===== config.mk =====
export PLATFORM = sky130hd
export DESIGN_NAME = gpio_port_gen
export DESIGN_NICKNAME = d
export VERILOG_FILES = /design/src/rtl/gpio_pkg.sv /design/src/rtl/gpio_sync2.sv /design/src/rtl/gpio_port_gen.sv
export SDC_FILE = /design/constraint.sdc
export NUM_CORES = 1
export LEC_CHECK = 0
export CAP_MARGIN = 20
export CORE_UTILIZATION = 33
export DETAILED_ROUTE_END_ITERATION = 10
export MAX_ROUTING_LAYER = met4
export PLACE_DENSITY = 0.84
export SLEW_MARGIN = 25
export SYNTH_ARGS = -nofsm -noshare
export SYNTH_HDL_FRONTEND = slang
export SYNTH_SLANG_ARGS = --single-unit

===== constraint.sdc =====
create_clock -name cp2 -period 2.5 [get_ports cp2]
set_input_delay 0.5 -clock cp2 [delete_from_list [all_inputs] [get_ports cp2]]
set_output_delay 0.5 -clock cp2 [all_outputs]
set_load 0.01 [all_outputs]

===== src/rtl/gpio_pkg.sv =====
// Shared GPIO constants: pin-count limit, flag bit position and default
// register addresses of the B/C/D port instances.
package gpio_pkg;

    localparam int unsigned GPIO_MAX_WIDTH = 8;
    localparam int unsigned GPIO_ADDR_W    = 6;
    localparam int unsigned GPIO_FLAG_BIT  = 0;

    // Register address set of one port instance
    typedef struct packed {
        logic [GPIO_ADDR_W-1:0] pin;
        logic [GPIO_ADDR_W-1:0] ddr;
        logic [GPIO_ADDR_W-1:0] port;
    } gpio_addr_t;

    localparam gpio_addr_t GPIO_B_ADDR = '{pin: 6'h03, ddr: 6'h04, port: 6'h05};
    localparam gpio_addr_t GPIO_C_ADDR = '{pin: 6'h06, ddr: 6'h07, port: 6'h08};
    localparam gpio_addr_t GPIO_D_ADDR = '{pin: 6'h09, ddr: 6'h0A, port: 6'h0B};

endpackage


===== src/rtl/gpio_sync2.sv =====
// Parametrised-width two-flop synchroniser, synchronous active-high reset.
module gpio_sync2 #(
    parameter int unsigned WIDTH = 1
) (
    input  logic             clk,
    input  logic             rst,
    input  logic [WIDTH-1:0] d,
    output logic [WIDTH-1:0] q
);

    logic [WIDTH-1:0] meta;

    always_ff @(posedge clk) begin
        if (rst) begin
            meta <= '0;
            q    <= '0;
        end else begin
            meta <= d;
            q    <= meta;
        end
    end

endmodule


===== src/rtl/gpio_port_gen.sv =====
// Parametrised GPIO port with override matrix and synchronised inputs.
// Optional pin-change interrupt unit enabled by GPIO_PORT_PCINT_EN.
module gpio_port_gen
    import gpio_pkg::*;
#(
    parameter int unsigned           WIDTH     = 8,
    parameter logic [GPIO_ADDR_W-1:0] PIN_ADDR  = GPIO_C_ADDR.pin,
    parameter logic [GPIO_ADDR_W-1:0] DDR_ADDR  = GPIO_C_ADDR.ddr,
    parameter logic [GPIO_ADDR_W-1:0] PORT_ADDR = GPIO_C_ADDR.port,
    parameter logic [GPIO_ADDR_W-1:0] MSK_ADDR  = 6'h0A,
    parameter logic [GPIO_ADDR_W-1:0] FLG_ADDR  = 6'h0B
) (
    input  logic                      cp2,
    input  logic                      ireset,
    input  logic [GPIO_ADDR_W-1:0]    IO_Addr,
    input  logic                      iore,
    input  logic                      iowe,
    input  logic [GPIO_MAX_WIDTH-1:0] dbus_in,
    output logic [GPIO_MAX_WIDTH-1:0] dbus_out,
    output logic                      out_en,
    input  logic [WIDTH-1:0]          pin_i,
    output logic [WIDTH-1:0]          di_o,
    output logic [WIDTH-1:0]          pu_o,
    output logic [WIDTH-1:0]          dd_o,
    output logic [WIDTH-1:0]          pv_o,
    output logic [WIDTH-1:0]          die_o,
    input  logic                      PUD,
    input  logic                      SLEEP,
    input  logic [WIDTH-1:0]          puoe,
    input  logic [WIDTH-1:0]          puov,
    input  logic [WIDTH-1:0]          ddoe,
    input  logic [WIDTH-1:0]          ddov,
    input  logic [WIDTH-1:0]          pvoe,
    input  logic [WIDTH-1:0]          pvov,
    input  logic [WIDTH-1:0]          dieoe,
    input  logic [WIDTH-1:0]          dieov,
    input  logic                      pcie,
    output logic                      pcint_irq
);

    logic [WIDTH-1:0]          ddr;
    logic [WIDTH-1:0]          port;
    logic [WIDTH-1:0]          wr_data;
    logic [WIDTH-1:0]          sync_in;
    logic                      wr_pin;
    logic                      wr_ddr;
    logic                      wr_port;
    logic                      rd_hit;
    logic [GPIO_MAX_WIDTH-1:0] rd_data;
    logic                      unused_bus;

    assign wr_data    = dbus_in[WIDTH-1:0];
    assign wr_pin     = iowe && (IO_Addr == PIN_ADDR);
    assign wr_ddr     = iowe && (IO_Addr == DDR_ADDR);
    assign wr_port    = iowe && (IO_Addr == PORT_ADDR);
    assign unused_bus = ^dbus_in;

    // Pad control: each override enable selects its override value per pin
    assign dd_o  = (ddoe & ddov) | (~ddoe & ddr);
    assign pv_o  = (pvoe & pvov) | (~pvoe & port);
    assign pu_o  = (puoe & puov) | (~puoe & ~ddr & port & {WIDTH{~PUD}});
    assign die_o = (dieoe & dieov) | (~dieoe & {WIDTH{~SLEEP}});

    // A disabled digital input presents 0 to the synchroniser
    assign sync_in = pin_i & die_o;

    gpio_sync2 #(
        .WIDTH (WIDTH)
    ) u_sync (
        .clk (cp2),
        .rst (ireset),
        .d   (sync_in),
        .q   (di_o)
    );

    // Writing PINx toggles PORTx bits that are written as 1
    always_ff @(posedge cp2) begin
        if (ireset) begin
            ddr  <= '0;
            port <= '0;
        end else begin
            if (wr_ddr) begin
                ddr <= wr_data;
            end
            if (wr_port) begin
                port <= wr_data;
            end else if (wr_pin) begin
                port <= port ^ wr_data;
            end
        end
    end

`ifdef GPIO_PORT_PCINT_EN
    logic [WIDTH-1:0] msk;
    logic [WIDTH-1:0] prev;
    logic             flag;
    logic             wr_msk;
    logic             wr_flg;
    logic             pc_hit;

    assign wr_msk = iowe && (IO_Addr == MSK_ADDR);
    assign wr_flg = iowe && (IO_Addr == FLG_ADDR);
    assign pc_hit = |((di_o ^ prev) & msk);

    // prev follows di_o unconditionally so a new mask bit sees no stale edge
    always_ff @(posedge cp2) begin
        if (ireset) begin
            msk  <= '0;
            prev <= '0;
            flag <= 1'b0;
        end else begin
            prev <= di_o;
            if (wr_msk) begin
                msk <= wr_data;
            end
            if (pc_hit) begin
                flag <= 1'b1;
            end else if (wr_flg && dbus_in[GPIO_FLAG_BIT]) begin
                flag <= 1'b0;
            end
        end
    end

    assign pcint_irq = flag & pcie;
`else
    logic unused_pcie;

    assign unused_pcie = pcie;
    assign pcint_irq   = 1'b0;
`endif

    // Register read mux; unimplemented addresses return 0 with out_en low
    always_comb begin
        rd_hit  = 1'b0;
        rd_data = '0;
        if (IO_Addr == PIN_ADDR) begin
            rd_hit  = 1'b1;
            rd_data = GPIO_MAX_WIDTH'(di_o);
        end else if (IO_Addr == DDR_ADDR) begin
            rd_hit  = 1'b1;
            rd_data = GPIO_MAX_WIDTH'(ddr);
        end else if (IO_Addr == PORT_ADDR) begin
            rd_hit  = 1'b1;
            rd_data = GPIO_MAX_WIDTH'(port);
        end
`ifdef GPIO_PORT_PCINT_EN
        else if (IO_Addr == MSK_ADDR) begin
            rd_hit  = 1'b1;
            rd_data = GPIO_MAX_WIDTH'(msk);
        end else if (IO_Addr == FLG_ADDR) begin
            rd_hit                 = 1'b1;
            rd_data[GPIO_FLAG_BIT] = flag;
        end
`endif
    end

    assign out_en   = iore & rd_hit;
    assign dbus_out = out_en ? rd_data : '0;

endmodule


==> results of run 1 <==
-- power groups by stage --
stage                     Combinational, mW  Clock (mW)  Sequential, mW
final                                 0.346       0.427           0.528
after floorplan                      0.0974           0           0.538
after global routing                  0.372       0.458           0.529
after global placement                0.341           0           0.538
after detailed placement              0.346           0           0.539
after CTS                             0.346       0.436           0.527
-- per-stage QoR --
step	power (mW)	TNS, ns	setup slack (ns)	area, µm²	cells
3_5_place_dp	0.885	-7.18	-0.680	3440	449
5_1_grt	1.36	0	0.000505	3540	459
2_1_floorplan	0.636	0	0.294	1830	228
4_1_cts	1.31	-0.00311	-0.00311	3520	458
6_report	1.30	0	0.0548	3540	459
3_3_place_gp	0.879	-6.91	-0.660	3440	449
-- cell type report --
class                      instances  area (µm²)  area share
multi-input combinational        177        1120       0.317
timing repair buffer             168        1570       0.445
clock buffer                       7        96.3      0.0272
inverter                           5        18.8     0.00531
tap                               70        87.6      0.0248
sequential                        32         641       0.181
-- kinds of logic (layout without fill, tap and decap cells) --
group           after synthesis  after routing
compound gates               43             43
buf+inv                      19            180
flops                        32             32
mux                          23             23
other cells                   1              1
simple gates                110            110
-- worst max path at each step --
stage | end | slack [ns] | cells past startpoint
2_1_floorplan | dbus_out[0] | 0.29 | 5
3_3_place_gp | dbus_out[4] | -0.66 | 7
3_5_place_dp | dbus_out[0] | -0.68 | 7
4_1_cts | dbus_out[0] | -0.003 | 7
5_1_grt | die_o[2] | 0.0005 | 3
6_report | dbus_out[0] | 0.05 | 8
-- state kept, by name (all words and copies together), names as in the netlist --
register and flops:
ddr 8, u_sync.q 8, u_sync.meta 8, port 8
-- per-layer routing --
metal | vias up | share of wire | track usage
met5 | - | 0 | -
met4 | 0 | 0.018 | 0.0846
met3 | 12 | 0.091 | 0.0527
met2 | 139 | 0.50 | 0.404
met1 | 1073 | 0.39 | 0.244
li1 | 1158 | - | -
-- layout by cell type (no fill, tap or decap), drive strengths merged --
cell,instances
a222oi,8
or4b,1
clkdlybuf4s15,2
inv,5
a21oi,2
dlygate4sd2,7
o41ai,1
clkbuf,8
nor3,2
nand3b,1
clkdlybuf4s50,119
nand2,32
nand3,23
buf,36
mux2i,8
a211oi,1
o21ai,16
and3b,8
dlymetal6s2s,3
a41o,1
nor2,24
mux2,15
nor2b,8
o22ai,7
or2,1
conb,1
dfxtp,32
or4,8
or3,2
a31oi,7
-- what timing repair did --
item / CTS / global route
setup endpoints to repair: 15 / 8
hold buffers: 0 / 0
gates resized for setup: 50 / 6
setup buffers: 2 / 1
pin swaps: 5 / 4
==> impl_metrics.prom, run 1 <==
# TYPE chip_impl_metric gauge
chip_impl_metric{name="detail-route-antenna-nets",unit=""} 0
chip_impl_metric{name="r2r.worst_path.cells",unit=""} 4
chip_impl_info{name="min-delay-start",value="u_sync.meta[1]"} 1
chip_impl_metric{name="ys_seq_area_frac",unit=""} 0.350
chip_impl_metric{name="synth_edf_count",unit=""} 0
chip_impl_metric{name="leakagePower",unit="nW"} 1.48
chip_impl_metric{name="synth.yosys.warnings",unit=""} 0
chip_impl_metric{name="maxCapViolCount",unit=""} 0
chip_impl_metric{name="yosys.area_share.adder",unit=""} 0
chip_impl_info{name="status",value="finished, final reports clean"} 1
chip_impl_metric{name="synth_area_per_cell",unit="µm²"} 8.03
chip_impl_info{name="critPathTopFamily",value="simple AND/OR/NAND/NOR gates"} 1
chip_impl_info{name="holdPathEnd",value="u_sync.q[1]"} 1
chip_impl_metric{name="period_utilisation_layout",unit=""} 0.978
chip_impl_metric{name="setup_violations",unit=""} 0
chip_impl_info{name="slowest_stage_cell_on_the_critical_path",value="sky130_fd_sc_hd__or4b_4"} 1
chip_impl_metric{name="p_sw_frac",unit=""} 0.234
chip_impl_metric{name="regToRegSetupSlack",unit="ns"} 1.08
chip_impl_info{name="dominantRegCellSynth",value="sky130_fd_sc_hd__dfxtp_1"} 1
chip_impl_metric{name="num_io_pins",unit=""} 143
chip_impl_metric{name="detail_route.wl_per_cell",unit="µm"} 13.9
chip_impl_metric{name="final.fill_count",unit=""} 431
chip_impl_metric{name="skew",unit="ns"} 0.00284
chip_impl_metric{name="gpl.final_weighted_congestion",unit=""} 0.911
chip_impl_metric{name="area_growth",unit="%"} 93.1
chip_impl_info{name="timing.rr.start",value="port[0]"} 1
chip_impl_info{name="min_path_type",value="flip-flop to flip-flop"} 1
chip_impl_metric{name="worstPathArrival",unit="ns"} 1.95
chip_impl_metric{name="dp.final_hpwl",unit="µm"} 4930
chip_impl_info{name="synth_top_family_by_area",value="simple AND/OR/NAND/NOR gates"} 1
chip_impl_metric{name="finalHoldWorstSlack",unit="ns"} 0.432
chip_impl_metric{name="clkSlewWorstSetupHoldPaths",unit="ns"} 0.06
chip_impl_metric{name="fp-row-count",unit=""} 26
chip_impl_metric{name="num_vias",unit=""} 2382
chip_impl_metric{name="die_area",unit="µm²"} 5850
chip_impl_info{name="cp-start-kind",value="input pin"} 1
chip_impl_metric{name="detailedRoute.firstPassIterationCount",unit=""} 5
chip_impl_metric{name="floorplan.die.width",unit="µm"} 76.5
chip_impl_metric{name="portBuffers",unit=""} 140
chip_impl_metric{name="cts_num_sinks",unit=""} 32
chip_impl_metric{name="die-height",unit="µm"} 76.5
chip_impl_metric{name="grt_first_pass_wirelength",unit="µm"} 10200
chip_impl_metric{name="critical-path-max-stage-delay",unit="ns"} 0.53
chip_impl_metric{name="vias_per_cell",unit=""} 5.19
chip_impl_metric{name="worst-endpoint-required",unit="ns"} 2.00
chip_impl_metric{name="core-area",unit="µm²"} 5240
chip_impl_metric{name="drcViolationCount",unit=""} 0
chip_impl_info{name="synth_top_cells_by_area",value="sky130_fd_sc_hd__dfxtp_1 (35%), sky130_fd_sc_hd__mux2_2 (9.2%), sky130_fd_sc_hd__nand2_1 (6.6%)"} 1
chip_impl_metric{name="report.final.slew_viol_count",unit=""} 0
chip_impl_metric{name="initial_utilization",unit=""} 0.350
chip_impl_metric{name="drtIter0Drc",unit=""} 211
chip_impl_info{name="synth_top_area_cell",value="sky130_fd_sc_hd__dfxtp_1"} 1
chip_impl_metric{name="track_usage",unit=""} 0.227
chip_impl_info{name="critical-path-top-cell-by-count",value="sky130_fd_sc_hd__buf_6"} 1
chip_impl_metric{name="post_synth_arst_share",unit=""} 0
chip_impl_info{name="setup.worst_path.start",value="IO_Addr[0]"} 1
chip_impl_metric{name="numCtsBuffers",unit=""} 5
chip_impl_metric{name="clock.fmax",unit="GHz"} 0.409
chip_impl_metric{name="synth_cells",unit=""} 228
chip_impl_metric{name="p_sw",unit="mW"} 0.305
chip_impl_metric{name="power.ir.vdd_worst",unit="mV"} 0.269
chip_impl_metric{name="muxShareOfSynthArea",unit=""} 0.136
chip_impl_metric{name="period_minus_slack",unit="ns"} 2.45
chip_impl_metric{name="num-nets-final",unit=""} 482
chip_impl_metric{name="synth_unique_cells",unit=""} 31
chip_impl_metric{name="holdPathStages",unit=""} 1
chip_impl_metric{name="worst_skew_pair.late_latency",unit="ns"} 0.28
chip_impl_metric{name="ctsHtreeMaxLevel",unit=""} 2
chip_impl_info{name="worst_setup_path_end_kind",value="primary output"} 1
chip_impl_info{name="synth_commonest_cells",value="sky130_fd_sc_hd__dfxtp_1 (32), sky130_fd_sc_hd__nand2_1 (32), sky130_fd_sc_hd__nand3_1 (23), sky130_fd_sc_hd__nor2_1 (23)"} 1
chip_impl_metric{name="critical_path.max_fanout",unit=""} 6
chip_impl_metric{name="power.clock.fraction",unit=""} 0.328
chip_impl_metric{name="wire_length_after_detailed_routing",unit="µm"} 6400
chip_impl_metric{name="first_global_vias",unit=""} 2209
chip_impl_metric{name="basic_gate_share_of_the_synthesized_area_counting_and_or_nand_and_nor_cells",unit=""} 0.308
chip_impl_metric{name="initial_antenna_violation_count",unit=""} 0
chip_impl_info{name="root_buffer",value="sky130_fd_sc_hd__clkbuf_8"} 1
chip_impl_info{name="tritoncts_clock_tree",value="yes"} 1
chip_impl_metric{name="grt_max_degree",unit=""} 33
chip_impl_metric{name="synth.ff_latch_count",unit=""} 32
chip_impl_metric{name="cell_internal_pwr",unit="mW"} 0.996
chip_impl_metric{name="crit_buf_inv",unit=""} 4
chip_impl_metric{name="final_core_util",unit=""} 0.675
chip_impl_metric{name="synth_fp_nets",unit=""} 321
chip_impl_metric{name="proportion_of_netlist_area_held_by_the_largest_area_contributor",unit=""} 0.350
chip_impl_metric{name="synth-xor-area-share",unit=""} 0
chip_impl_metric{name="synth_compound_area_frac",unit=""} 0.157
chip_impl_info{name="path_class",value="input pin to primary output"} 1
chip_impl_info{name="crit_chain",value="clkdlybuf4s15_1 -> or4b_4 -> buf_6 -> nor2_4 -> buf_6 -> a222oi_1 -> nor2_1 -> buf_2"} 1
chip_impl_metric{name="synthesis.area",unit="µm²"} 1830
chip_impl_metric{name="finalHoldViolations",unit=""} 0
chip_impl_metric{name="num_antenna_cells",unit=""} 0
chip_impl_metric{name="powerDensity",unit="nW/µm²"} 368
chip_impl_metric{name="max-clock-path-buffers",unit=""} 2
chip_impl_info{name="rsz0062_at_grt",value="false"} 1
chip_impl_metric{name="share_seq_of_total_power",unit=""} 0.406
chip_impl_metric{name="grt_remaining_overflow",unit=""} 0
chip_impl_metric{name="part_of_the_total_power_dissipated_in_combinational_logic",unit=""} 0.266
chip_impl_metric{name="share_of_final_layout_standard_cells_stronger_than_drive_strength_1",unit=""} 0.170
chip_impl_info{name="critical_path.reg2reg.endpoint",value="port[0]"} 1
No activity file was read; power rests on OpenSTA's default activity.
==> run 2: changes to the inputs <==
ABC_CLOCK_PERIOD_IN_PS = 2500   (was unset)
==> results of run 2 <==
No change in the layout: final DEF, timing and power equal those of run 1.
